`config.mk`:
```
export PLATFORM = sky130hd
export DESIGN_NAME = imem_boot_loader_flat
export DESIGN_NICKNAME = d
export VERILOG_FILES = /design/src/rtl/imem_boot_loader_if.sv /design/src/rtl/imem_boot_loader.sv /design/src/flat_wrapper.sv
export SDC_FILE = /design/constraint.sdc
export NUM_CORES = 1
export LEC_CHECK = 0
export ABC_AREA = 1
export ABC_CLOCK_PERIOD_IN_PS = 3200
export BUFFER_PORTS_ARGS = -buffer_cell sky130_fd_sc_hd__buf_2
export CAP_MARGIN = 20
export CORE_MARGIN = 2
export CORE_UTILIZATION = 41
export CTS_CLUSTER_DIAMETER = 100
export DETAILED_ROUTE_END_ITERATION = 16
export GPL_TIMING_DRIVEN = 0
export PLACE_DENSITY = 0.78
export SYNTH_ARGS = -nofsm -noshare
export SYNTH_HDL_FRONTEND = slang
export SYNTH_SLANG_ARGS = --single-unit
```
`constraint.sdc`:
```
create_clock -name clk -period 3.2 [get_ports clk]
set_input_delay 0.32 -clock clk [delete_from_list [all_inputs] [get_ports clk]]
set_output_delay 0.32 -clock clk [all_outputs]
set_load 0.01 [all_outputs]
```
`src/rtl/imem_boot_loader_if.sv`:
```
// ---------------------------------------------------------------------------
// imem_boot_loader_if
//   Word-stream load channel from the host/bench into imem_boot_loader.
//   One 32-bit instruction word moves per cycle when ld_valid && ld_ready.
//
// Signals:
//   ld_valid  host -> loader  word on ld_data is valid
//   ld_data   host -> loader  instruction word
//   ld_last   host -> loader  word is the final word of the image
//   ld_ready  loader -> host  loader accepts a word this cycle
//
// Modports:
//   master  host side (drives valid/data/last, observes ready)
//   slave   loader side (observes valid/data/last, drives ready)
// ---------------------------------------------------------------------------
interface imem_boot_loader_if;
  logic        ld_valid;
  logic [31:0] ld_data;
  logic        ld_last;
  logic        ld_ready;

  modport master (
    output ld_valid,
    output ld_data,
    output ld_last,
    input  ld_ready
  );

  modport slave (
    input  ld_valid,
    input  ld_data,
    input  ld_last,
    output ld_ready
  );
endinterface

```
`src/rtl/imem_boot_loader.sv`:
```
// ---------------------------------------------------------------------------
// imem_boot_loader
//   Synthesizable boot path for the in-order core. Streams a program image
//   from the host into the fetch-stage instruction memory, pads the unused
//   tail of the memory with NOP_WORD, and holds the core in reset until the
//   whole memory has been written plus RELEASE_DLY settle cycles.
//
// Optional feature (macro BOOT_CHECKSUM_EN):
//   When defined, a 32-bit wrap-around sum of every accepted word is kept
//   and compared with exp_sum when leaving HOLD; a mismatch parks the loader
//   in ERR with the core held in reset. When undefined, exp_sum is unused
//   and err only reports an image that overflowed the memory.
//
// Ports:
//   clk          core clock
//   resetn       asynchronous active-low reset
//   ld           load channel (slave modport): ld_valid/ld_data/ld_last in,
//                ld_ready out
//   reload       single-cycle request to re-enter LOAD; honoured only in RUN
//   exp_sum      expected image checksum (BOOT_CHECKSUM_EN only)
//   imem_we      instruction memory write enable
//   imem_addr    instruction memory word address
//   imem_wdata   instruction memory write data
//   core_resetn  active-low reset to proc_top
//   done         image loaded and core running
//   err          sticky error (overflow, or checksum mismatch)
//   word_count   words accepted from the host in the current load
//
// All outputs are registered.
// ---------------------------------------------------------------------------
module imem_boot_loader #(
  parameter int          DEPTH       = 256,
  parameter int          ADDR_W      = $clog2(DEPTH),
  parameter int          RELEASE_DLY = 2,
  parameter logic [31:0] NOP_WORD    = 32'h00000013
) (
  input  logic                clk,
  input  logic                resetn,
  imem_boot_loader_if.slave   ld,
  input  logic                reload,
  input  logic [31:0]         exp_sum,
  output logic                imem_we,
  output logic [ADDR_W-1:0]   imem_addr,
  output logic [31:0]         imem_wdata,
  output logic                core_resetn,
  output logic                done,
  output logic                err,
  output logic [ADDR_W:0]     word_count
);

  // HOLD counts 0 .. RELEASE_DLY-1, so it needs clog2(RELEASE_DLY) bits
  // (at least one).
  localparam int HOLD_W = (RELEASE_DLY > 1) ? $clog2(RELEASE_DLY) : 1;

  localparam logic [ADDR_W-1:0] LAST_ADDR = ADDR_W'(DEPTH - 1);
  localparam logic [ADDR_W-1:0] ADDR_ONE  = ADDR_W'(1);
  localparam logic [ADDR_W:0]   WC_ONE    = (ADDR_W + 1)'(1);
  localparam logic [HOLD_W-1:0] HOLD_LAST = HOLD_W'(RELEASE_DLY - 1);
  localparam logic [HOLD_W-1:0] HOLD_ONE  = HOLD_W'(1);

  typedef enum logic [2:0] {
    ST_LOAD = 3'd0,
    ST_FILL = 3'd1,
    ST_HOLD = 3'd2,
    ST_RUN  = 3'd3,
    ST_ERR  = 3'd4
  } state_t;

  state_t              state_reg;
  logic                ld_ready_reg;
  logic                imem_we_reg;
  logic [ADDR_W-1:0]   imem_addr_reg;
  logic [31:0]         imem_wdata_reg;
  logic                core_resetn_reg;
  logic                done_reg;
  logic                err_reg;
  logic [ADDR_W:0]     word_count_reg;
  logic [ADDR_W-1:0]   fill_addr_reg;
  logic [HOLD_W-1:0]   hold_cnt_reg;

`ifdef BOOT_CHECKSUM_EN
  logic [31:0]         sum_reg;
`else
  // exp_sum has no consumer in this build; fold it into a named sink.
  logic                unused_exp_sum;
  assign unused_exp_sum = ^exp_sum;
`endif

  // ld_ready is only ever high in LOAD, so it doubles as the state qualifier
  // for the handshake.
  logic              accept;
  logic [ADDR_W-1:0] load_idx;
  logic              at_top;

  assign accept   = ld_ready_reg && ld.ld_valid;
  // While loading, word_count never exceeds DEPTH-1, so its low bits are the
  // address of the word being accepted.
  assign load_idx = word_count_reg[ADDR_W-1:0];
  assign at_top   = (load_idx == LAST_ADDR);

  always_ff @(posedge clk or negedge resetn) begin
    if (!resetn) begin
      state_reg       <= ST_LOAD;
      ld_ready_reg    <= 1'b1;
      imem_we_reg     <= 1'b0;
      imem_addr_reg   <= '0;
      imem_wdata_reg  <= '0;
      core_resetn_reg <= 1'b0;
      done_reg        <= 1'b0;
      err_reg         <= 1'b0;
      word_count_reg  <= '0;
      fill_addr_reg   <= '0;
      hold_cnt_reg    <= '0;
`ifdef BOOT_CHECKSUM_EN
      sum_reg         <= '0;
`endif
    end else begin
      // Write strobe is a one-cycle pulse unless a state re-asserts it.
      imem_we_reg <= 1'b0;

      case (state_reg)
        ST_LOAD: begin
          if (accept) begin
            imem_we_reg    <= 1'b1;
            imem_addr_reg  <= load_idx;
            imem_wdata_reg <= ld.ld_data;
            word_count_reg <= word_count_reg + WC_ONE;
`ifdef BOOT_CHECKSUM_EN
            sum_reg        <= sum_reg + ld.ld_data;
`endif
            if (ld.ld_last || at_top) begin
              ld_ready_reg <= 1'b0;
              hold_cnt_reg <= '0;
              if (at_top) begin
                // Memory is full: nothing left to pad. A full memory without
                // ld_last means the host had more to send; flag it but keep
                // booting what fits.
                state_reg <= ST_HOLD;
                if (!ld.ld_last) begin
                  err_reg <= 1'b1;
                end
              end else begin
                state_reg     <= ST_FILL;
                fill_addr_reg <= load_idx + ADDR_ONE;
              end
            end
          end
        end

        ST_FILL: begin
          imem_we_reg    <= 1'b1;
          imem_addr_reg  <= fill_addr_reg;
          imem_wdata_reg <= NOP_WORD;
          if (fill_addr_reg == LAST_ADDR) begin
            state_reg    <= ST_HOLD;
            hold_cnt_reg <= '0;
          end else begin
            fill_addr_reg <= fill_addr_reg + ADDR_ONE;
          end
        end

        ST_HOLD: begin
          if (hold_cnt_reg == HOLD_LAST) begin
`ifdef BOOT_CHECKSUM_EN
            if (sum_reg != exp_sum) begin
              state_reg <= ST_ERR;
              err_reg   <= 1'b1;
            end else begin
              state_reg       <= ST_RUN;
              core_resetn_reg <= 1'b1;
              done_reg        <= 1'b1;
            end
`else
            state_reg       <= ST_RUN;
            core_resetn_reg <= 1'b1;
            done_reg        <= 1'b1;
`endif
          end else begin
            hold_cnt_reg <= hold_cnt_reg + HOLD_ONE;
          end
        end

        ST_RUN: begin
          // err stays sticky across a reload; only resetn clears it.
          if (reload) begin
            state_reg       <= ST_LOAD;
            core_resetn_reg <= 1'b0;
            done_reg        <= 1'b0;
            word_count_reg  <= '0;
            ld_ready_reg    <= 1'b1;
`ifdef BOOT_CHECKSUM_EN
            sum_reg         <= '0;
`endif
          end
        end

        ST_ERR: begin
          ld_ready_reg    <= 1'b0;
          core_resetn_reg <= 1'b0;
          done_reg        <= 1'b0;
        end

        default: begin
          // Unused encodings: park with the core held in reset.
          state_reg       <= ST_ERR;
          ld_ready_reg    <= 1'b0;
          core_resetn_reg <= 1'b0;
          done_reg        <= 1'b0;
        end
      endcase
    end
  end

  assign ld.ld_ready  = ld_ready_reg;
  assign imem_we      = imem_we_reg;
  assign imem_addr    = imem_addr_reg;
  assign imem_wdata   = imem_wdata_reg;
  assign core_resetn  = core_resetn_reg;
  assign done         = done_reg;
  assign err          = err_reg;
  assign word_count   = word_count_reg;

endmodule

```
`src/flat_wrapper.sv`:
```
// flat-port wrapper written by rule: the top's interface ports become plain ports
module imem_boot_loader_flat 
#(
  parameter int          DEPTH       = 256,
  parameter int          ADDR_W      = $clog2(DEPTH),
  parameter int          RELEASE_DLY = 2,
  parameter logic [31:0] NOP_WORD    = 32'h00000013
)
  (clk, resetn, reload, exp_sum, imem_we, imem_addr, imem_wdata, core_resetn, done, err, word_count, ld_ld_valid, ld_ld_data, ld_ld_last, ld_ld_ready);
  imem_boot_loader_if ld_i ();
  input  logic clk;
  input  logic resetn;
  input  logic reload;
  input  logic [31:0] exp_sum;
  output logic imem_we;
  output logic [ADDR_W-1:0] imem_addr;
  output logic [31:0] imem_wdata;
  output logic core_resetn;
  output logic done;
  output logic err;
  output logic [ADDR_W:0] word_count;
  input wire logic [$bits(ld_i.ld_valid)-1:0] ld_ld_valid;
  input wire logic [$bits(ld_i.ld_data)-1:0] ld_ld_data;
  input wire logic [$bits(ld_i.ld_last)-1:0] ld_ld_last;
  output wire logic [$bits(ld_i.ld_ready)-1:0] ld_ld_ready;
  assign ld_i.ld_valid = ld_ld_valid;
  assign ld_i.ld_data = ld_ld_data;
  assign ld_i.ld_last = ld_ld_last;
  assign ld_ld_ready = ld_i.ld_ready;
  imem_boot_loader #(.DEPTH(DEPTH), .ADDR_W(ADDR_W), .RELEASE_DLY(RELEASE_DLY), .NOP_WORD(NOP_WORD)) u_core (.clk(clk), .resetn(resetn), .ld(ld_i), .reload(reload), .exp_sum(exp_sum), .imem_we(imem_we), .imem_addr(imem_addr), .imem_wdata(imem_wdata), .core_resetn(core_resetn), .done(done), .err(err), .word_count(word_count));
endmodule
```
==> impl_metrics.tcl <==
set metrics [dict create \
    swShare_pct 41.7 \
    synth_edf_count 0 \
    synth_seq_cells 65 \
    nFillCells 704 \
    max_stage_delay_ns 0.46 \
    io_pins 123 \
    outcome "complete, no violations" \
    cts-root-buf "clkbuf_8" \
    fp.dieArea_um2 8690 \
    wl_per_cell_um 13.9 \
    track_usage_pct 17.8 \
    async_flop_share_pct 100 \
    yosysMostFrequentCell "nand2_1" \
    netSwitchingPower_mw 1.50 \
    first_pass_iters 4 \
    netlist.area_leader.share_pct 49.1 \
    start_util_pct 42.2 \
    grt_pass1_vias 2628 \
    internal-power_mw 2.09 \
    post_cts_resized 0 \
    crit_family "simple AND/OR/NAND/NOR gates" \
    ir_worst_vdd_mv 0.249 \
    seqPwrFrac_pct 35.8 \
    synth_nets 396 \
    largest_register_ffs 32 \
    area_growth_pct 24.0 \
    fin_area_um2 4050 \
    yosysWarnings 0 \
    synth_area_leaders "dfrtp_1, nand2_1, a22o_1" \
    htree_levels 3 \
    hold_viol 0 \
    syn_area_per_cell_um2 10.0 \
    final_util_pct 52.4 \
    ant_nets 0 \
    min-delay-path-class "in2async" \
    critical_path_class "reg2reg" \
    pwr-share-clk_pct 19.6 \
    antenna_found_initial 0 \
    die_w_um 93.2 \
    fin_ws_ns 1.43 \
    p_per_area_nw_per_um2 887 \
    grt_setup_unrepaired "no" \
    syn_inst 325 \
    seq_area_um2 1630 \
    synthFlopType "dfrtp_1" \
    totalPowerFinal_mw 3.59 \
    fin_worst_skew_ns 0.0115 \
    postCtsSetupRepairBufs 0 \
    syn_area_um2 3260 \
    die_h_um 93.2 \
    dp.cells 517 \
    power_leakage_nw 2.19 \
    maxSlewViolCount 0 \
    cts_tree "done" \
    dp_hpwl_um 5440 \
    fin_crit_ns 1.77 \
    fmax_mhz 565 \
    grt_start_max_net_pins 66 \
    p_comb_share_pct 44.6 \
    drc 0 \
    hold_slack_ns 0.0669 \
    crit_fanout 10 \
    clock_latency_ns 0.34 \
    placedInstanceArea_um2 3840 \
    cp_slowest_cell "dfrtp_1" \
    worstMarginPinSlew_ns 0.798 \
    synth_top_area_cell "dfrtp_1" \
    period_share_pct 55.3 \
    finalSetupTns_ns 0 \
    portBuffers 90 \
    nets 497 \
    final-setup-viol-count 0 \
    fin_cells 533 \
    synth_commonest_cells "nand2_1, dfrtp_1, a22o_1" \
    synth.distinct_cells 39 \
    end_kind "flip-flop" \
    grt_first_pass_wirelength_um 12200 \
    clk_pin_slew_ns 0.08 \
    drt_iter0_markers 94 \
    clockBufferDepth 2 \
    postCtsHoldBufs 0 \
    antenna_cells 0 \
    ys_seq_area_share_pct 49.9 \
    cp.required_ns 3.43 \
    cp.arrival_ns 2.00 \
    cts_sinks 65 \
    critPathLaunchType "flip-flop" \
    fp-row-count 32 \
    core_area_um2 7730 \
    pre_cts_slack_ns 1.45 \
    vias 2653 \
    cts_buffers 9 \
    multi_input_area_um2 1400 \
    via_per_inst 4.98 \
    drt_wl_total_um 7420 \
    path_buf_inv 1 \
    drive_gt1_share_pct 39.2 \
    grt_overflow_total 0 \
    max-slew-margin-rel_pct 46.8 \
    path_cells "nor2_4 > buf_12 > nand3_2 > nand2_2 > ha_1 > nand2_2 > nor2_4 > nand3_1 > nand3_1 > nand2_1" \
    routabilityCongestion 0.832 \
    drv_cap 0 \
]
-- power by group through the flow --
| stage | Clock, mW | Sequential, mW | Combinational, mW |
|---|---|---|---|
| floorplan | 0 | 1.37 | 1.04 |
| global placement | 0 | 1.28 | 1.57 |
| detailed placement | 0 | 1.30 | 1.60 |
| CTS | 0.715 | 1.28 | 1.62 |
| global route | 0.763 | 1.32 | 1.77 |
| finish | 0.702 | 1.29 | 1.60 |
-- metal layers --
metal,GRT usage (%),vias to the layer above,part of all wire (%)
met4,7.35,0,0.94
met1,22.1,1262,45
li1,-,1302,-
met3,4.67,6,6.1
met2,29.4,83,48
met5,0,-,0
-- cell type report --
cell class	instances	area share [%]
clock buffer	9	3.06
inverter	28	2.72
tap	102	3.15
buffer	12	3.18
clock inverter	7	1.92
timing repair buffer	90	11.2
multi-input combinational	220	34.5
sequential	65	40.2
-- final timing paths --
path	from	to	slack (ns)	cells past startpoint
min in group clk	ld_ld_data[10]	u_core.imem_wdata[10]	0.20	2
max in group asynchronous	resetn	u_core.imem_wdata[23]	2.61	1
hold / removal	resetn	u_core.hold_cnt_reg	0.07	1
hold reg to reg	u_core.imem_addr[2]	u_core.imem_addr[2]	0.49	2
setup reg to reg	u_core.state_reg[1]	u_core.fill_addr_reg[6]	1.43	10
setup / recovery	u_core.state_reg[1]	u_core.fill_addr_reg[6]	1.43	10
-- logic make-up (layout without fill, tap and decap cells) --
| group | after synthesis | count (layout) | synth area share [%] |
|---|---|---|---|
| buf+inv | 40 | 146 | 7.32 |
| fa+ha+maj | 2 | 2 | 0.766 |
| simple gates | 158 | 158 | 28.4 |
| compound gates | 60 | 60 | 13.6 |
| flops | 65 | 65 | 49.9 |
-- layout by cell type (no fill, tap or decap), types with 2 or more instances in the layout --
cell type,synthesis,layout
inv_1,20,20
nand3_2,5,5
nand4_1,4,4
nor2_8,2,2
o21ai_2,3,3
clkbuf_8,0,9
clkinv_4,0,2
o21bai_1,2,2
nor2_4,3,3
inv_6,0,2
dfrtp_1,64,64
nand2_2,8,8
or2_2,2,2
nand3_1,21,21
a21oi_1,2,2
a22o_1,29,29
inv_2,6,6
o21ai_1,4,4
nor2_2,3,3
ha_1,2,2
o21ai_0,17,17
nand2_4,6,6
inv_4,2,2
nand2_1,81,81
buf_6,6,6
buf_4,3,4
nor2_1,11,11
nand4_4,2,2
buf_2,0,89
nand3_4,4,4
Power figures use the tool's default switching activity.
